**src/rtl/rt_vc_buffer.sv**
```systemverilog
// Virtual-channel input buffer for one router port: 4-phase req/ack in, per-VC FIFOs,
// and a round-robin arbitrated 4-phase req/ack output.
module rt_vc_buffer #(
   parameter  int WIDTH  = 32,
   parameter  int DEPTH  = 4,
   parameter  int NUM_VC = 2,
   localparam int VC_W   = $clog2(NUM_VC)
) (
   input  logic              clk,
   input  logic              rst_n,
   input  logic              in_req,
   output logic              in_ack,
   input  logic [WIDTH-1:0]  in_data,
   input  logic [VC_W-1:0]   in_vc,
   output logic              out_req,
   input  logic              out_ack,
   output logic [WIDTH-1:0]  out_data,
   output logic [VC_W-1:0]   out_vc,
   output logic [NUM_VC-1:0] vc_full
);

   localparam int PTR_W = $clog2(DEPTH);
   localparam int CNT_W = PTR_W + 1;

   // Both ports are 4-phase: req rises with data held stable, ack rises, req falls, ack
   // falls. A new transfer may only start once both lines have returned to 0.
   typedef enum logic [1:0] {IDLE, REQ, REL} state_t;

   state_t           state;
   logic [WIDTH-1:0] mem    [NUM_VC][DEPTH];
   logic [PTR_W-1:0] wr_ptr [NUM_VC];
   logic [PTR_W-1:0] rd_ptr [NUM_VC];
   logic [CNT_W-1:0] count     [NUM_VC];
   logic [CNT_W-1:0] count_nxt [NUM_VC];
   logic [VC_W-1:0]  rr;
   logic [VC_W-1:0]  gnt;
   logic [VC_W-1:0]  cand;
   logic             gnt_vld;
   logic             wr_en;
   logic             pop;

   // Full test uses the registered count, so a same-edge pop never opens space early.
   assign wr_en = in_req && !in_ack && (count[in_vc] != CNT_W'(DEPTH));
   assign pop   = (state == IDLE) && gnt_vld;

   // Search starts one past the last winner; VC_W-bit addition wraps the index.
   always_comb begin
      gnt_vld = 1'b0;
      gnt     = rr;
      cand    = rr;
      for (int i = 1; i <= NUM_VC; i++) begin
         cand = rr + VC_W'(i);
         if (!gnt_vld && (count[cand] != '0)) begin
            gnt_vld = 1'b1;
            gnt     = cand;
         end
      end
   end

   always_comb begin
      for (int v = 0; v < NUM_VC; v++) begin
         count_nxt[v] = count[v];
         if ((wr_en && (in_vc == VC_W'(v))) && !(pop && (gnt == VC_W'(v))))
            count_nxt[v] = count[v] + CNT_W'(1);
         else if (!(wr_en && (in_vc == VC_W'(v))) && (pop && (gnt == VC_W'(v))))
            count_nxt[v] = count[v] - CNT_W'(1);
      end
   end

   always_ff @(posedge clk) begin
      if (wr_en)
         mem[in_vc][wr_ptr[in_vc]] <= in_data;
   end

   always_ff @(posedge clk or negedge rst_n) begin
      if (!rst_n) begin
         in_ack   <= 1'b0;
         out_req  <= 1'b0;
         out_data <= '0;
         out_vc   <= '0;
         vc_full  <= '0;
         rr       <= VC_W'(NUM_VC - 1);
         state    <= IDLE;
         for (int v = 0; v < NUM_VC; v++) begin
            wr_ptr[v] <= '0;
            rd_ptr[v] <= '0;
            count[v]  <= '0;
         end
      end else begin
         if (wr_en)
            in_ack <= 1'b1;
         else if (in_ack && !in_req)
            in_ack <= 1'b0;

         for (int v = 0; v < NUM_VC; v++) begin
            count[v]   <= count_nxt[v];
            vc_full[v] <= (count_nxt[v] == CNT_W'(DEPTH));
            if (wr_en && (in_vc == VC_W'(v)))
               wr_ptr[v] <= wr_ptr[v] + PTR_W'(1);
            if (pop && (gnt == VC_W'(v)))
               rd_ptr[v] <= rd_ptr[v] + PTR_W'(1);
         end

         case (state)
            IDLE: begin
               if (gnt_vld) begin
                  out_data <= mem[gnt][rd_ptr[gnt]];
                  out_vc   <= gnt;
                  rr       <= gnt;
                  out_req  <= 1'b1;
                  state    <= REQ;
               end
            end
            REQ: begin
               if (out_ack) begin
                  out_req <= 1'b0;
                  state   <= REL;
               end
            end
            REL: begin
               if (!out_ack)
                  state <= IDLE;
            end
            default: state <= IDLE;
         endcase
      end
   end

endmodule

```
**config.mk**
```make
export PLATFORM = sky130hd
export DESIGN_NAME = rt_vc_buffer
export DESIGN_NICKNAME = d
export VERILOG_FILES = /design/src/rtl/rt_vc_buffer.sv
export SDC_FILE = /design/constraint.sdc
export NUM_CORES = 1
export LEC_CHECK = 0
export ABC_AREA = 1
export CAP_MARGIN = 40
export CORE_MARGIN = 1.5
export CORE_UTILIZATION = 40
export CTS_CLUSTER_SIZE = 12
export DETAILED_ROUTE_END_ITERATION = 10
export PLACE_DENSITY_LB_ADDON = 0.15
export SETUP_SLACK_MARGIN = 0.2
export SLEW_MARGIN = 30
export SYNTH_ARGS = -nofsm -noshare
export SYNTH_HDL_FRONTEND = slang
export SYNTH_SLANG_ARGS = --single-unit
export TNS_END_PERCENT = 50
```
**constraint.sdc**
```tcl
create_clock -name clk -period 3.5 [get_ports clk]
set_input_delay 0.875 -clock clk [delete_from_list [all_inputs] [get_ports clk]]
set_output_delay 0.875 -clock clk [all_outputs]
set_load 0.01 [all_outputs]
```
==> impl_metrics.ini, run 1 <==
[power]
p_per_area_mw_per_mm2 = 912.2
p_leak_uw = 0.006678
p_total_uw = 14080
peakVddDrop_v = 0.0008154

[synthesis]
synth-edff-count = 256
postSynthAreaPerCell_sq_um = 10.07
yosysWarnings = 0
syn_nets = 1331
syn_area_sq_mm = 0.01298
syn_inst = 1290
async_flop_share = 0.1742
ys_types = 25
synth-seq-cells = 310
ys.flop_type = edfxtp_1
yosysSeqAreaShare = 0.6962

[clocking]
cts_setup_buffers = 0
cts_resized = 0
cts_tree = yes
cts_buffers = 35
hold_buffers = 0
clk_path_buf_depth = 3
cts.sinks = 310
h-tree-depth = 2
clock-root-buffer = clkbuf_16
clock_latency_ns = 0.52
clk_pin_slew_ns = 0.06

[run]
cap_violations = 0

[sta]
worst_slew_pin_slew_ns = 0.7635
finClkSkew_ns = 0.02328
hold_ws_ns = 0.2095
relSlewSlack = 0.4903
fin_crit_sh = 0.7123
fmax_ghz = 0.4011
finalMaxSlewViolations = 0
rsz0062_at_grt = no
period_minus_slack_ns = 2.493
hold_violations = 0
setup_slack_ns = 1.007
finalSetupViolations = 0

[global_route]
grt_pass1_vias = 8400
grt-ovfl-total = 0
gr-usage-all-layers = 0.1763
antenna_found_initial = 0
grt_start_max_net_pins = 124
grt_pass1_wl_um = 45910

[setup_path]
r2r_setup_slack_ns = 1.17
path_delay_family = buffers and inverters
r2r_start = count[3]
worstSetupPathType = input port to register
required_ns = 3.67
cp_num_buf_inv = 4
cp_cell_sequence = clkdlybuf4s50_1 -> inv_1 -> nor2_1 -> nand3_1 -> inv_1 -> nand2_1 -> nor2_4 -> buf_4
critPathCaptureType = register
worstPathMaxFanout = 22
slowest_stage = clkdlybuf4s50_1
crit_top_cell = inv_1
cp-startpoint = in_req
crit_arrival_ns = 2.67
slowest_delay_ns = 0.48
crit_path_start_kind = input port

[final_layout]
area_growth_pct = 18.84
fin_nets = 1412
design_area_sq_mm = 0.01543
multi_input_area_sq_mm = 0.003578
register_area_sq_mm = 0.009040
antenna_cells = 0
final_common_cell = nand2_1
final_cell_mix = nand2_1, edfxtp_1, clkdlybuf4s50_1
drive_above_1_share = 0.07015
fillers = 2906

[placement]
pre_cts_ws_ns = 0.4751
gp_congestion = 0.7680
port_buffers = 73
dpl.hpwl_um = 16470
placed_cell_area_sq_mm = 0.01429

[floorplan]
rows = 65
die_area_sq_mm = 0.03355
die_w_um = 183.2
die_y_um = 183.2
io_pins = 74
start_util = 0.4094
core-area_sq_mm = 0.03172

[routing]
firstDrtPassIters = 6
remaining_drc_errors = 0
met1Wirelength_um = 13370
top_layer_used = met4
vias = 8467
first_iter_violations = 550
wl_met3_um = 1313
wire_per_inst_um = 15.81
wl_um = 28430
via_per_inst = 4.707
wl_met2_um = 13230
ant_nets = 0

[status]
status = finished, final reports clean

[hold_path]
hold_class = input port to async pin
==> sequential cells by signal, indices dropped and copies added (netlist names) <==
signal    flops
count         6
out_req       1
rr            1
wr_ptr        4
out_vc        1
mem         256
vc_full       2
out_data     32
rd_ptr        4
state         2
in_ack        1
==> cell families after synthesis <==
logic type               synth area share
flip-flops                         0.6962
buffers and inverters             0.03440
adder cells (fa/ha/maj)          0.003854
AO/OA/AOI/OAI                    0.004240
XOR/XNOR                         0.003373
AND/OR/NAND/NOR                    0.2580
==> metal layers <==
metal / track usage / vias to the layer above
li1: - / 4299
met1: 0.2451 / 3961
met2: 0.2914 / 164
met3: 0.02581 / 43
met4: 0.04459 / 0
met5: 0 / -
==> synth_stat cells, drive strengths merged (3+ instances only) <==
cell,instances,area (sq um)
buf,49,307.8
nor2,31,126.4
dfrtp,53,1326
xor2,3,26.28
ha,4,50.05
edfxtp,256,7687
clkbuf,5,18.77
nand2,822,3093
inv,32,120.1
nand3,19,100.1
o21ai,6,45.05
==> final cells by class <==
type | count | share of cell area
Inverter | 32 | 0.007784
Tap cell | 402 | 0.03260
Clock inverter | 9 | 0.007135
Timing Repair Buffer | 98 | 0.06941
Multi-Input combinational cell | 894 | 0.2319
Clock buffer | 54 | 0.06535
Sequential cell | 310 | 0.5858
==> per-stage QoR <==
stage	setup TNS, ns	utilization	std cells
3_5_place_dp	0	0.4506	1735
5_1_grt	0	0.4865	1799
4_1_cts	0	0.4859	1798
6_report	0	0.4865	1799
3_3_place_gp	0	0.4497	1734
2_1_floorplan	-45.42	-	1290
==> worst register-to-register path, cell delays in order (launching register included) <==
cell     delay, ns
dfrtp_1       0.42
nor2_2        0.19
nand2_1       0.11
nand2_1       0.11
nand2_4       0.20
nand2_1       0.18
o21ai_4       0.07
inv_2         0.56
nand2_1       0.23
nand2_1       0.11
nand2_1       0.05
nand2_1       0.06
==> power by group <==
group	switching [uW]	total [uW]	internal, uW
clock	1420	3560	2140
combinational	3910	5790	1880
sequential	214	4730	4520
==> path summary, 6_finish.rpt <==
path                       cells after the start           end
setup / recovery                               8     mem[1][1]
max in group asynchronous                      2            rr
hold / removal                                 1    vc_full[1]
min in group clk                               1      state[1]
hold reg to reg                                1      state[1]
setup reg to reg                              11  out_data[21]
(Power assumes the default switching activity.)
==> inputs of run 2 (changes only) <==
- clock period: 3.5 -> 2.17 ns (I/O delays scaled with it)
==> run 2 against run 1 <==
  * Register-to-register slack worse by 0.95 ns
  * Non-clock buffer count up 50
  * Sequential share of layout area down 3.2 points
  * Utilization up 2.8 points
  * Clock power up 62%
  * Critical path depth down 7
  * Cell count up 2.9%
  * Final area up 5.8%
  * Global-route usage up 1.1 points
  * Total power up 80%
  * Sequential power up 62%
  * Critical endpoint is now in_ack
==> impl_metrics.ini, run 2 (synthesized netlist as in run 1, its figures left out) <==
[status]
status = finished, final reports clean

[routing]
via_per_inst = 4.856
firstDrtPassIters = 5
wire_per_inst_um = 17.80
ant_nets = 0
remaining_drc_errors = 0
wl_um = 32960
vias = 8989
first_iter_violations = 575

[setup_path]
worstSetupPathType = register to primary output
r2r_cells = 9
crit_path_start_kind = register
critPathCaptureType = primary output
cp_cell_sequence = clkdlybuf4s50_1
r2r_start = rr
r2r_setup_slack_ns = 0.22
cp_num_buf_inv = 1
worstPathMaxFanout = 3
crit_arrival_ns = 1.42
required_ns = 1.63
slowest_stage = clkdlybuf4s50_1
rr_endpoint = out_data[18]
slowest_delay_ns = 0.55
path_delay_family = buffers and inverters

[global_route]
grt-ovfl-total = 0
grt_pass1_vias = 8619
grt_start_max_net_pins = 68
gr-usage-all-layers = 0.1873
antenna_found_initial = 0
grt_pass1_wl_um = 47930

[final_layout]
fillers = 2847
drive_above_1_share = 0.1277
final_common_cell = nand2_1
fin_nets = 1463
largest_reg_flops = 256
area_growth_pct = 25.76
stdcell_count = 1851
final_cell_mix = nand2_1, edfxtp_1, clkdlybuf4s50_1
register_area_sq_mm = 0.009044
antenna_cells = 0
design_area_sq_mm = 0.01633
fin_util = 0.5148
multi_input_area_sq_mm = 0.003750

[floorplan]
die_y_um = 183.2
io_pins = 74
rows = 65
start_util = 0.4094
die_w_um = 183.2
core-area_sq_mm = 0.03172
die_area_sq_mm = 0.03355

[run]
cap_violations = 0

[sta]
fin_crit_sh = 0.9030
fmax_ghz = 0.5103
period_minus_slack_ns = 1.960
finalMaxSlewViolations = 0
rsz0062_at_grt = yes
worst_slew_pin_slew_ns = 0.4407
setup_slack_ns = 0.2105
finalSetupViolations = 0
hold_ws_ns = 0.4458
hold_violations = 0
finClkSkew_ns = 0.01731
relSlewSlack = 0.7053

[clocking]
cts.sinks = 310
cts_tree = yes
cts_buffers = 35
h-tree-depth = 2
clk_path_buf_depth = 3
clk_pin_slew_ns = 0.06
clock-root-buffer = clkbuf_16
clock_latency_ns = 0.51

[placement]
pre_cts_ws_ns = -0.4067
placed_cells = 1763
port_buffers = 73
gp_congestion = 0.7871
placed_cell_area_sq_mm = 0.01459
dpl.hpwl_um = 18680

[power]
p_per_area_mw_per_mm2 = 1554
peakVddDrop_v = 0.0006921
p_leak_uw = 0.007090

[hold_path]
hold_class = input port to async pin
run 2: metal layers:
metal	wire, um	GRT usage
met2	15810	0.3057
met4	494	0.04590
met5	0	0
met1	15220	0.2631
met3	1424	0.02939
run 2: power breakdown:
group	internal (uW)	leakage [uW]	switching [uW]
sequential	7290	0.00298	363
combinational	4560	0.00356	7390
clock	3450	0.000548	2320
run 2: cell type report:
| type | count | area share |
|---|---|---|
| flip-flops and latches | 310 | 0.5538 |
| multi-input cells | 895 | 0.2296 |
| repair buffers | 148 | 0.1090 |
| clock buffers | 53 | 0.06153 |
| well taps | 402 | 0.03080 |
| inverters | 32 | 0.007815 |
| clock inverters | 11 | 0.007356 |
run 2: how the worst max path moves through the flow:
stage | depth (start not counted) | slack, ns | start | end
finish | 1 | 0.21 | in_ack | in_ack
floorplan | 8 | -0.19 | in_vc | mem[0][32]
CTS | 12 | 0.16 | count[3] | out_data[18]
detailed placement | 6 | -0.41 | in_vc | mem[1][44]
global placement | 6 | -0.39 | in_vc | mem[1][43]
global route | 13 | 0.11 | count[1] | out_data[18]
run 2: repair_timing:
item / 4_1_cts / 5_1_grt
hold endpoints to repair: 7 / 0
setup endpoints to repair: 113 / 69
pin swaps: 1 / 26
gates resized for setup: 10 / 50
gates cloned: 1 / 12
buffers inserted: 2 / 8
hold buffers: 1 / 0
run 2: metrics by stage:
stage / setup TNS (ns) / power [uW]
CTS: 0 / 23720
global placement: -67.24 / 17590
detailed placement: -73.99 / 17630
global route: 0 / 27130
floorplan: -23.18 / 14320
finish: 0 / 25380
==> inputs of run 3 (changes only) <==
- SLEW_MARGIN: 30 -> not set
==> results of run 3 <==
The final DEF is identical to that of run 2; final timing and power are the same.
